<file path="config.mk">
export PLATFORM = sky130hd
export DESIGN_NAME = sram_tester_flat
export DESIGN_NICKNAME = d
export VERILOG_FILES = /design/src/rtl/sram_tester_if.sv /design/src/rtl/sram_tester.sv /design/src/flat_wrapper.sv
export SDC_FILE = /design/constraint.sdc
export NUM_CORES = 1
export LEC_CHECK = 0
export CORE_ASPECT_RATIO = 0.8
export CORE_UTILIZATION = 25
export DETAILED_ROUTE_END_ITERATION = 10
export GPL_ROUTABILITY_DRIVEN = 0
export GPL_TIMING_DRIVEN = 0
export PLACE_DENSITY = 0.52
export SKIP_CTS_REPAIR_TIMING = 1
export SYNTH_ARGS = -nofsm -noshare
export SYNTH_HDL_FRONTEND = slang
export SYNTH_SLANG_ARGS = --single-unit
export TNS_END_PERCENT = 5
</file>
<file path="constraint.sdc">
create_clock -name clk -period 4.9 [get_ports clk]
set_input_delay 0.98 -clock clk [delete_from_list [all_inputs] [get_ports clk]]
set_output_delay 0.98 -clock clk [all_outputs]
set_load 0.05 [all_outputs]
</file>
<file path="src/rtl/sram_tester_if.sv">
// Transaction bus between the SRAM self-test master and sram_driver.
// The master issues one-cycle start requests; the slave answers with ready
// and, for reads, data that is valid once ready returns high.
interface sram_tester_if #(
  parameter int ADDR_W = 13,
  parameter int DATA_W = 8
);
  logic              mem_start;
  logic              mem_re;
  logic [ADDR_W-1:0] mem_address;
  logic [DATA_W-1:0] mem_data_write;
  logic              mem_ready;
  logic [DATA_W-1:0] mem_data_read;

  modport master (
    output mem_start,
    output mem_re,
    output mem_address,
    output mem_data_write,
    input  mem_ready,
    input  mem_data_read
  );

  modport slave (
    input  mem_start,
    input  mem_re,
    input  mem_address,
    input  mem_data_write,
    output mem_ready,
    output mem_data_read
  );
endinterface

</file>
<file path="src/rtl/sram_tester.sv">
// SRAM built-in self-test master. Writes addr^seed to every location in
// 0..LAST_ADDR, reads everything back and reports a saturating mismatch
// count together with the first failing address and the data read there.
module sram_tester #(
  parameter int ADDR_W    = 13,
  parameter int DATA_W    = 8,
  parameter int LAST_ADDR = 8191,
  parameter int ERR_W     = 16
) (
  input  logic              clk,
  input  logic              reset,
  input  logic              run,
  input  logic [DATA_W-1:0] seed,
  output logic              busy,
  output logic              done,
  output logic              pass,
  output logic [ERR_W-1:0]  error_count,
  output logic [ADDR_W-1:0] fail_addr,
  output logic [DATA_W-1:0] fail_data,
  sram_tester_if.master     mem
);

  localparam logic [ADDR_W-1:0] LAST = ADDR_W'(LAST_ADDR);

  typedef enum logic [3:0] {
    S_IDLE,
    S_WR_ISSUE,
    S_WR_WAIT_LO,
    S_WR_WAIT_HI,
    S_RD_ISSUE,
    S_RD_WAIT_LO,
    S_RD_WAIT_HI,
    S_CHECK,
    S_DONE
  } state_t;

  state_t            state_q;
  logic [ADDR_W-1:0] addr_q;
  logic [DATA_W-1:0] seed_q;
  logic [DATA_W-1:0] rdata_q;
  logic              busy_q;
  logic              done_q;
  logic              pass_q;
  logic [ERR_W-1:0]  err_q;
  logic [ADDR_W-1:0] fail_addr_q;
  logic [DATA_W-1:0] fail_data_q;
  logic              start_q;
  logic              re_q;
  logic [ADDR_W-1:0] maddr_q;
  logic [DATA_W-1:0] wdata_q;

  logic [DATA_W-1:0] addr_ext;
  logic [DATA_W-1:0] expected_d;
  logic [ERR_W-1:0]  err_d;
  logic [ADDR_W-1:0] addr_inc_d;

  // Low address bits mapped onto the data width, zero-filled when the
  // address is narrower than the data word.
  for (genvar gi = 0; gi < DATA_W; gi++) begin : g_addr_ext
    if (gi < ADDR_W) begin : g_bit
      assign addr_ext[gi] = addr_q[gi];
    end else begin : g_zero
      assign addr_ext[gi] = 1'b0;
    end
  end

  assign expected_d = addr_ext ^ seed_q;
  assign err_d      = (err_q == {ERR_W{1'b1}}) ? err_q : err_q + ERR_W'(1);
  assign addr_inc_d = addr_q + ADDR_W'(1);

  // Test sequencer: all outputs are registered here; mem_start defaults low
  // so it can only ever be a single-cycle pulse from an ISSUE state.
  always_ff @(posedge clk) begin
    if (reset) begin
      state_q     <= S_IDLE;
      addr_q      <= '0;
      seed_q      <= '0;
      rdata_q     <= '0;
      busy_q      <= 1'b0;
      done_q      <= 1'b0;
      pass_q      <= 1'b0;
      err_q       <= '0;
      fail_addr_q <= '0;
      fail_data_q <= '0;
      start_q     <= 1'b0;
      re_q        <= 1'b0;
      maddr_q     <= '0;
      wdata_q     <= '0;
    end else begin
      start_q <= 1'b0;
      case (state_q)
        S_IDLE: begin
          if (run) begin
            seed_q      <= seed;
            addr_q      <= '0;
            err_q       <= '0;
            fail_addr_q <= '0;
            fail_data_q <= '0;
            busy_q      <= 1'b1;
            done_q      <= 1'b0;
            pass_q      <= 1'b0;
            state_q     <= S_WR_ISSUE;
          end
        end
        S_WR_ISSUE: begin
          if (mem.mem_ready) begin
            start_q <= 1'b1;
            re_q    <= 1'b0;
            maddr_q <= addr_q;
            wdata_q <= expected_d;
            state_q <= S_WR_WAIT_LO;
          end
        end
        S_WR_WAIT_LO: begin
          if (!mem.mem_ready) state_q <= S_WR_WAIT_HI;
        end
        S_WR_WAIT_HI: begin
          if (mem.mem_ready) begin
            if (addr_q == LAST) begin
              addr_q  <= '0;
              state_q <= S_RD_ISSUE;
            end else begin
              addr_q  <= addr_inc_d;
              state_q <= S_WR_ISSUE;
            end
          end
        end
        S_RD_ISSUE: begin
          // Write data is left at its last value during reads.
          if (mem.mem_ready) begin
            start_q <= 1'b1;
            re_q    <= 1'b1;
            maddr_q <= addr_q;
            state_q <= S_RD_WAIT_LO;
          end
        end
        S_RD_WAIT_LO: begin
          if (!mem.mem_ready) state_q <= S_RD_WAIT_HI;
        end
        S_RD_WAIT_HI: begin
          if (mem.mem_ready) begin
            rdata_q <= mem.mem_data_read;
            state_q <= S_CHECK;
          end
        end
        S_CHECK: begin
          if (rdata_q != expected_d) begin
            err_q <= err_d;
            if (err_q == '0) begin
              fail_addr_q <= addr_q;
              fail_data_q <= rdata_q;
            end
          end
          if (addr_q == LAST) begin
            state_q <= S_DONE;
          end else begin
            addr_q  <= addr_inc_d;
            state_q <= S_RD_ISSUE;
          end
        end
        S_DONE: begin
          busy_q  <= 1'b0;
          done_q  <= 1'b1;
          pass_q  <= (err_q == '0);
          state_q <= S_IDLE;
        end
        default: state_q <= S_IDLE;
      endcase
    end
  end

  assign busy               = busy_q;
  assign done               = done_q;
  assign pass               = pass_q;
  assign error_count        = err_q;
  assign fail_addr          = fail_addr_q;
  assign fail_data          = fail_data_q;
  assign mem.mem_start      = start_q;
  assign mem.mem_re         = re_q;
  assign mem.mem_address    = maddr_q;
  assign mem.mem_data_write = wdata_q;

endmodule

</file>
<file path="src/flat_wrapper.sv">
// flat-port wrapper written by rule: the top's interface ports become plain ports
module sram_tester_flat 
#(
  parameter int ADDR_W    = 13,
  parameter int DATA_W    = 8,
  parameter int LAST_ADDR = 8191,
  parameter int ERR_W     = 16
)
  (clk, reset, run, seed, busy, done, pass, error_count, fail_addr, fail_data, mem_mem_start, mem_mem_re, mem_mem_address, mem_mem_data_write, mem_mem_ready, mem_mem_data_read);
  sram_tester_if #(.ADDR_W(ADDR_W), .DATA_W(DATA_W)) mem_i ();
  input  logic clk;
  input  logic reset;
  input  logic run;
  input  logic [DATA_W-1:0] seed;
  output logic busy;
  output logic done;
  output logic pass;
  output logic [ERR_W-1:0] error_count;
  output logic [ADDR_W-1:0] fail_addr;
  output logic [DATA_W-1:0] fail_data;
  output wire logic [$bits(mem_i.mem_start)-1:0] mem_mem_start;
  output wire logic [$bits(mem_i.mem_re)-1:0] mem_mem_re;
  output wire logic [$bits(mem_i.mem_address)-1:0] mem_mem_address;
  output wire logic [$bits(mem_i.mem_data_write)-1:0] mem_mem_data_write;
  input wire logic [$bits(mem_i.mem_ready)-1:0] mem_mem_ready;
  input wire logic [$bits(mem_i.mem_data_read)-1:0] mem_mem_data_read;
  assign mem_mem_start = mem_i.mem_start;
  assign mem_mem_re = mem_i.mem_re;
  assign mem_mem_address = mem_i.mem_address;
  assign mem_mem_data_write = mem_i.mem_data_write;
  assign mem_i.mem_ready = mem_mem_ready;
  assign mem_i.mem_data_read = mem_mem_data_read;
  sram_tester #(.ADDR_W(ADDR_W), .DATA_W(DATA_W), .LAST_ADDR(LAST_ADDR), .ERR_W(ERR_W)) u_core (.clk(clk), .reset(reset), .run(run), .seed(seed), .busy(busy), .done(done), .pass(pass), .error_count(error_count), .fail_addr(fail_addr), .fail_data(fail_data), .mem(mem_i));
endmodule
</file>
==> reports/qor.txt, run 1 <==
post-route setup slack: 2.01 ns
Final TNS setup: 0 ns
final net count: 639
Top cell by count, worst path: buf_2
LEAKAGE: 2.05 nW
area grow syn2layout: 31.5%
Placed Cells: 830
period utilisation layout: 0.590
Synth cell types: 62
Post-Syn Instances: 523
Setup Viol. Count Final: 0
IR drop worst, VDD: 0.000147 V
Worst Setup Start Kind: primary input
clk sink count: 96
Peak Freq: 346 MHz
syn avg cell area: 8.74 um2
RSZ-0062 raised after global routing: no
final non-filler cell total: 846
Crit-path slowest cell: or4b_4
Inserted Diodes: 0
Setup CP Type: in -> reg
drt pass-1 iters: 5
CP required: 5.18 ns
worst-skew pair later-pin latency: 0.36 ns
Crit path arrival time: 3.17 ns
yosys warns: 0
initial antenna violation count: 0
clk_skew: 0.00880 ns
worst slew pin tran: 0.949 ns
largest fanout on the critical path: 10
drt wl/cell: 16.8 um
Crit path max-delay family: buffers and inverters
Final Max Tran Viols: 0
die height: 123 um
CTS max path bufs: 2
largest net degree at the start of global routing: 16
crit-path cells: clkdlybuf4s50_1 -> or4b_4 -> nor2_2 -> buf_2 -> a21o_1 -> buf_2 -> nand4_1 -> a21oi_1
WL final: 14200 um
ys flop type: dfxtp_1
most common cell after layout, fill and taps aside: dfxtp_1
Mapped Nets: 546
status: finished, final reports clean
Post-synth EDFFs: 0
vias per std cell: 5.05
IO Pins: 83
hpwl dp: 10700 um
vias in the first global route: 4080
#FFs+latches synth: 96
GR Overflow Total: 0
CTS buffer count: 9
endpoint class of the critical path: flop
Tmin final: 2.89 ns
sequential area share after synthesis: 0.420
CP peak stage delay: 0.54 ns
DR iter-0 viols: 201
hold crit path type: reg -> reg
Power Dens Cells: 349 nW/um2
I/O Buffers: 82
ANT nets after route: 0
GRT Util Overall: 0.154
Max Cap Viol: 0
Bufs and invs on worst path: 3
H-tree levels: 3
normalized max-slew margin: 0.364
die width: 153 um
layout cells sized above 1: 0.0709
Mapped Area: 4570 um2
Core Box Area: 17600 um2
fraction of registers with async set/reset: 0
Post-route DRC: 0
Root Driver: clkbuf_16
Place WS: 1.68 ns
via count: 4271
Row Count: 43
Hold Fails Final Rpt: 0
Initial Utilization: 0.260
first-pass GRT wire length: 22300 um
die footprint: 18800 um2
TritonCTS clock tree: built
CTS clk-pin slew, worst paths: 0.06 ns
fill cell count: 1809
most frequent cells in the layout: dfxtp_1 (96), clkdlybuf4s50_1 (82), a21oi_1 (55)
[state kept, by name, indices dropped and copies added, names as in the netlist]
name                       cells
u_core.addr_q                 13
u_core.mem.mem_address        13
u_core.fail_data               8
u_core.mem.mem_data_write      8
u_core.rdata_q                 8
u_core.mem.mem_re              1
u_core.done                    1
u_core.mem.mem_start           1
u_core.fail_addr              13
u_core.busy                    1
u_core.seed_q                  8
u_core.pass                    1
u_core.error_count            16
u_core.state_q                 4
[final timing paths]
kind	from	cells past startpoint	slack [ns]	end
worst max-delay path	run	8	2.01	u_core.fail_addr[6]
worst min-delay path	u_core.mem.mem_address[6]	2	0.46	u_core.mem.mem_address[6]
worst max register to register	u_core.addr_q[1]	7	2.52	u_core.addr_q[9]
worst min register to register	u_core.mem.mem_address[6]	2	0.46	u_core.mem.mem_address[6]
[layout make-up]
| type | count | area (um2) | area share |
|---|---|---|---|
| Tap cell | 225 | 282 | 0.0468 |
| Multi-Input combinational cell | 377 | 2420 | 0.403 |
| Inverter | 6 | 22.5 | 0.00375 |
| Timing Repair Buffer | 82 | 821 | 0.137 |
| Clock buffer | 10 | 229 | 0.0381 |
| Buffer | 44 | 206 | 0.0344 |
| Clock inverter | 6 | 108 | 0.0179 |
| Sequential cell | 96 | 1920 | 0.320 |
[metrics by stage]
stage,hold slack (ns),util,instance area (um2),total power [mW]
2_1_floorplan,0.448,-,4570,1.17
3_3_place_gp,0.452,0.322,5670,1.30
3_5_place_dp,0.453,0.322,5670,1.31
4_1_cts,0.462,0.342,6010,2.11
5_1_grt,0.485,0.342,6010,2.20
6_report,0.457,0.342,6010,2.10
[layer usage]
| layer | up-vias | global-route usage | share of wire |
|---|---|---|---|
| met3 | 11 | 0.0463 | 0.072 |
| met1 | 2035 | 0.219 | 0.50 |
| met2 | 123 | 0.223 | 0.42 |
| met5 | - | 0 | 0 |
| met4 | 0 | 0.0436 | 0.0097 |
| li1 | 2102 | - | - |
[cells by family (layout without fill, tap and decap cells)]
family,Yosys count,count (layout),share of synthesized area
and+or+nand+nor,200,200,0.234
xor gates and xnor gates,25,25,0.0723
muxes,9,9,0.0197
DFF,96,96,0.420
adders and majority gates,3,3,0.00821
AOI/OAI and AO/OA,140,140,0.195
buffers and inverters,50,148,0.0501
[synth_stat cells (3+ instances only)]
master,n,share of area
nor2_1,35,0.029
and2_1,7,0.0096
o211ai_1,5,0.0082
buf_2,12,0.013
nor4_1,7,0.0096
a21o_1,6,0.0099
a211oi_1,10,0.016
ha_1,3,0.0082
mux2i_1,9,0.020
buf_6,3,0.0074
nand4_1,26,0.036
o41ai_1,4,0.0077
xnor3_1,7,0.034
clkbuf_1,28,0.023
o31ai_1,5,0.0082
xor2_1,5,0.0096
nand3_1,32,0.035
o21a_1,4,0.0066
or4_1,7,0.011
o21ai_0,28,0.031
a211o_1,6,0.011
xnor2_1,12,0.023
dfxtp_1,96,0.42
and3_1,9,0.012
and4_1,7,0.013
a21oi_1,55,0.060
nand2_1,44,0.036
nor3_1,8,0.0088
inv_1,6,0.0049
[power breakdown]
group | total, mW | internal, mW | switching (mW)
registers | 0.847 | 0.815 | 0.0322
logic | 0.442 | 0.157 | 0.285
clock network | 0.808 | 0.497 | 0.311
[worst register-to-register path, delay by kind of cell, from the launching register on]
family                     cells  cell delay (ns)
AOI/OAI and AO/OA              3             0.66
adders and majority gates      1             0.32
buffers and inverters          1             0.25
DFF                            1             0.54
and+or+nand+nor                2             0.53
Power figures use the tool's default switching activity.
==> inputs of run 2 (changes only) <==
Settings changed: PLACE_DENSITY 0.52 to 0.54.
Clock period 4.9 ns to 2.6 ns, I/O delays scaled along.
==> reports/qor.txt, run 2 (synthesis gave the netlist of run 1 again) <==
clk_skew: 0.0124 ns (was 0.00880 ns)
worst slew pin tran: 0.954 ns (was 0.949 ns)
vias in the first global route: 3996 (was 4080)
vias per std cell: 5.05 (about the same)
Worst Setup Start Kind: flop (was primary input)
clk sink count: 96 (unchanged)
max FFs per register: 16 (unchanged)
via count: 4274 (was 4271)
Setup CP Type: reg -> reg (was in -> reg)
largest fanout on the critical path: 10 (unchanged)
most common cell after layout, fill and taps aside: dfxtp_1 (unchanged)
ANT nets after route: 0 (unchanged)
Crit path max-delay family: compound AO/OA/AOI/OAI gates (was buffers and inverters)
Bufs and invs on worst path: 1 (was 3)
DR iter-0 viols: 291 (was 201)
Root Driver: clkbuf_16 (unchanged)
worst-skew pair later-pin latency: 0.36 ns (about the same)
endpoint class of the critical path: flop (unchanged)
RSZ-0062 raised after global routing: no (unchanged)
Setup Viol. Count Final: 0 (unchanged)
WL final: 14200 um (about the same)
TritonCTS clock tree: built (unchanged)
Final TNS setup: 0 ns (unchanged)
CTS clk-pin slew, worst paths: 0.07 ns (was 0.06 ns)
drt wl/cell: 16.8 um (about the same)
Core Box Area: 17600 um2 (unchanged)
Overall Power: 3.90 mW (was 2.10 mW)
drt pass-1 iters: 4 (was 5)
largest net degree at the start of global routing: 18 (was 16)
most frequent cells in the layout: dfxtp_1 (96), clkdlybuf4s50_1 (82), a21oi_1 (55) (unchanged)
H-tree levels: 3 (unchanged)
die footprint: 18800 um2 (unchanged)
Row Count: 43 (unchanged)
hpwl dp: 10700 um (about the same)
CP required: 2.85 ns (was 5.18 ns)
I/O Buffers: 82 (unchanged)
normalized max-slew margin: 0.360 (was 0.364)
Power Dens Cells: 650 nW/um2 (was 349 nW/um2)
IO Pins: 83 (unchanged)
Post-route DRC: 0 (unchanged)
post-route setup slack: 0.166 ns (was 2.01 ns)
GRT Util Overall: 0.154 (about the same)
Max Cap Viol: 0 (unchanged)
LEAKAGE: 2.04 nW (was 2.05 nW)
CP peak stage delay: 0.56 ns (was 0.54 ns)
Final Max Tran Viols: 0 (unchanged)
layout cells sized above 1: 0.0725 (was 0.0709)
GR Overflow Total: 0 (unchanged)
Hold Fails Final Rpt: 0 (unchanged)
CTS max path bufs: 2 (unchanged)
Tmin final: 2.43 ns
Crit path arrival time: 2.68 ns (was 3.17 ns)
Peak Freq: 411 MHz
final net count: 639 (unchanged)
Inserted Diodes: 0 (unchanged)
IR drop worst, VDD: 0.000352 V (was 0.000147 V)
Place WS: -0.191 ns (was 1.68 ns)
area grow syn2layout: 31.3% (was 31.5%)
Final Cell Area: 6000 um2 (was 6010 um2)
crit-path cells: ha_1 -> and4_1 -> nand4_2 -> o21a_1 -> o21ai_0 -> buf_2 -> o21ba_2 (was clkdlybuf4s50_1 -> or4b_4 -> nor2_2 -> buf_2 -> a21o_1 -> buf_2 -> nand4_1 -> a21oi_1)
die height: 123 um (unchanged)
Placed Area: 5670 um2 (unchanged)
CTS buffer count: 9 (unchanged)
die width: 153 um (unchanged)
period utilisation layout: 0.936
first-pass GRT wire length: 22300 um (about the same)
Initial Utilization: 0.260 (unchanged)
Crit-path slowest cell: dfxtp_1 (was or4b_4)
hold crit path type: reg -> reg (unchanged)
initial antenna violation count: 0 (unchanged)
status: finished, final reports clean (unchanged)
## run 2: power breakdown
part	internal, mW	total [mW]	switching [mW]
combinational	0.296	0.830	0.533
sequential	1.54	1.60	0.0615
clock	0.853	1.47	0.621
## run 2: final timing paths
path                             startpoint                         to  slack, ns  cells after the start
setup / recovery           u_core.addr_q[1]           u_core.addr_q[9]       0.17                      7
hold / removal    u_core.mem.mem_address[1]  u_core.mem.mem_address[1]       0.46                      2
setup reg to reg           u_core.addr_q[1]           u_core.addr_q[9]       0.17                      7
hold reg to reg   u_core.mem.mem_address[1]  u_core.mem.mem_address[1]       0.46                      2
## run 2: through the flow
stage                     cells  hold WS, ns   util
after global routing        846        0.481  0.341
after detailed placement    830        0.456  0.322
after global placement      830        0.451  0.322
after CTS                   846        0.465  0.341
after floorplan             523        0.448      -
final                       846        0.462  0.341
## run 2: routing by layer
metal | wire, um | part of all wire | vias up | track usage
met2 | 6120 | 0.43 | 119 | 0.226
met3 | 747 | 0.053 | 9 | 0.0336
met1 | 7220 | 0.51 | 2037 | 0.223
met5 | 0 | 0 | - | 0
li1 | - | - | 2109 | -
met4 | 125 | 0.0088 | 0 | 0.0461
## run 2: cell type report
type                       count  area [um2]
buffer                        44         206
clock buffer                   9         225
clock inverter                 7         103
fill                        1803       11600
inverter                       6        22.5
multi-input combinational    377        2420
sequential                    96        1920
tap                          225         282
timing repair buffer          82         821
## run 2: worst reg2reg max path: stages (launching register included)
cell	delay, ns
dfxtp_1	0.56
ha_1	0.31
and4_1	0.26
nand4_2	0.28
o21a_1	0.27
o21ai_0	0.21
buf_2	0.26
o21ba_2	0.19
==> edit (flow settings as in run 2) <==
`DATA_W` is set to 8 in 3 places; all go to 12.
--- a/src/rtl/sram_tester_if.sv
+++ b/src/rtl/sram_tester_if.sv
@@ -5,3 +5,3 @@
   parameter int ADDR_W = 13,
-  parameter int DATA_W = 8
+  parameter int DATA_W = 12
 );
--- a/src/rtl/sram_tester.sv
+++ b/src/rtl/sram_tester.sv
@@ -5,3 +5,3 @@
   parameter int ADDR_W    = 13,
-  parameter int DATA_W    = 8,
+  parameter int DATA_W    = 12,
   parameter int LAST_ADDR = 8191,
--- a/src/flat_wrapper.sv
+++ b/src/flat_wrapper.sv
@@ -4,3 +4,3 @@
   parameter int ADDR_W    = 13,
-  parameter int DATA_W    = 8,
+  parameter int DATA_W    = 12,
   parameter int LAST_ADDR = 8191,
Ports: changed (resized fail_data, mem_mem_data_read, mem_mem_data_write and seed); port bits go from 83 to 99. No check against the original RTL was run, so the function may have changed too.
==> edit against run 2 <==
The flow now finishes with violations (design-rule violations); setup slack lost 39 ps; non-clock buffer count up 32; final area grew 17%; combinational power is 36% lower; routed wire length increased by 23%; synthesized area is 18% higher; power decreased by 3.4%; sequential cell count rose by 16; critical endpoint is now u_core.fail_addr[7]$_SDFFE_PP0P_.
==> edit: results (changes against run 2) <==
Met3 Routed Length 1070 um (+43%); Layout clock area frac 4.40% (-1.1 points); Worst-Margin Slew 834 ps (-121 ps); worst hold slack 454 ps (-8.18 ps); DRC errors left 6 (+6); register area 2240 sq um (+17%); largest net degree at the start of global routing 23 (+5); status complete, but fails checks; FILL cells 2,195 (+22%); register area share after synthesis 41.7% (-0.35 points); first-pass GRT wire length 27,200 um (+22%); failing checks design-rule violations; Die X-Extent 166 um (+8.4%); Arr. time, crit path 2770 ps (+90 ps); GRT met3 Usage 3.30% (-0.067 points); leading post-synthesis cells by instance count dfxtp_1, a21oi_1, nand2_1, nor2_1; Layout non-clock buf frac 17.9% (+0.79 points); Final nets 768 (+20%); placed cell area 6690 sq um (+18%); average size of a mapped cell 8.55 sq um (-2.2%); #MultiIn Comb 448 (+19%); initial DRC count 488 (+68%); Total GRT Usage 16.0% (+0.61 points); Min-Delay Startpoint u_core.mem.mem_address[11]$_SDFFE_PP0P_; Place WS -272 ps (-80.4 ps); Logic inverters 8 (+2); reg-to-reg endpoint u_core.fail_addr[7]$_SDFFE_PP0P_; Fin Clk Skew 12.4 ps (-0.0890 ps); DRT met1 WL 9010 um (+25%)
-- edit: cell types whose count changed after synthesis, sizes merged, moves of 8 or more --
cell          run 2  this run
a21oi            56        64
buf              16        26
dfxtp            96       112
nand2            44        63
nor2             36        55
-- edit: worst max path at each step --
| stage | startpoint | end | cells past startpoint |
|---|---|---|---|
| after global placement | run | u_core.addr_q[1]$_SDFFE_PP0P_ | 7 |
| after global routing | mem_mem_ready | u_core.mem.mem_data_write[11]$_SDFFE_PP0P_ | 8 |
| after CTS | run | u_core.addr_q[11]$_SDFFE_PP0P_ | 7 |
| after detailed placement | run | u_core.addr_q[11]$_SDFFE_PP0P_ | 7 |
| final | run | u_core.fail_addr[7]$_SDFFE_PP0P_ | 8 |
| after floorplan | u_core.error_count[4]$_SDFFE_PP0P_ | u_core.error_count[12]$_SDFFE_PP0P_ | 7 |
-- edit: power by group --
group          total (mW)  internal, mW  switching, mW
Sequential           1.80          1.76         0.0413
Clock                1.44         0.692          0.750
Combinational       0.529         0.206          0.323
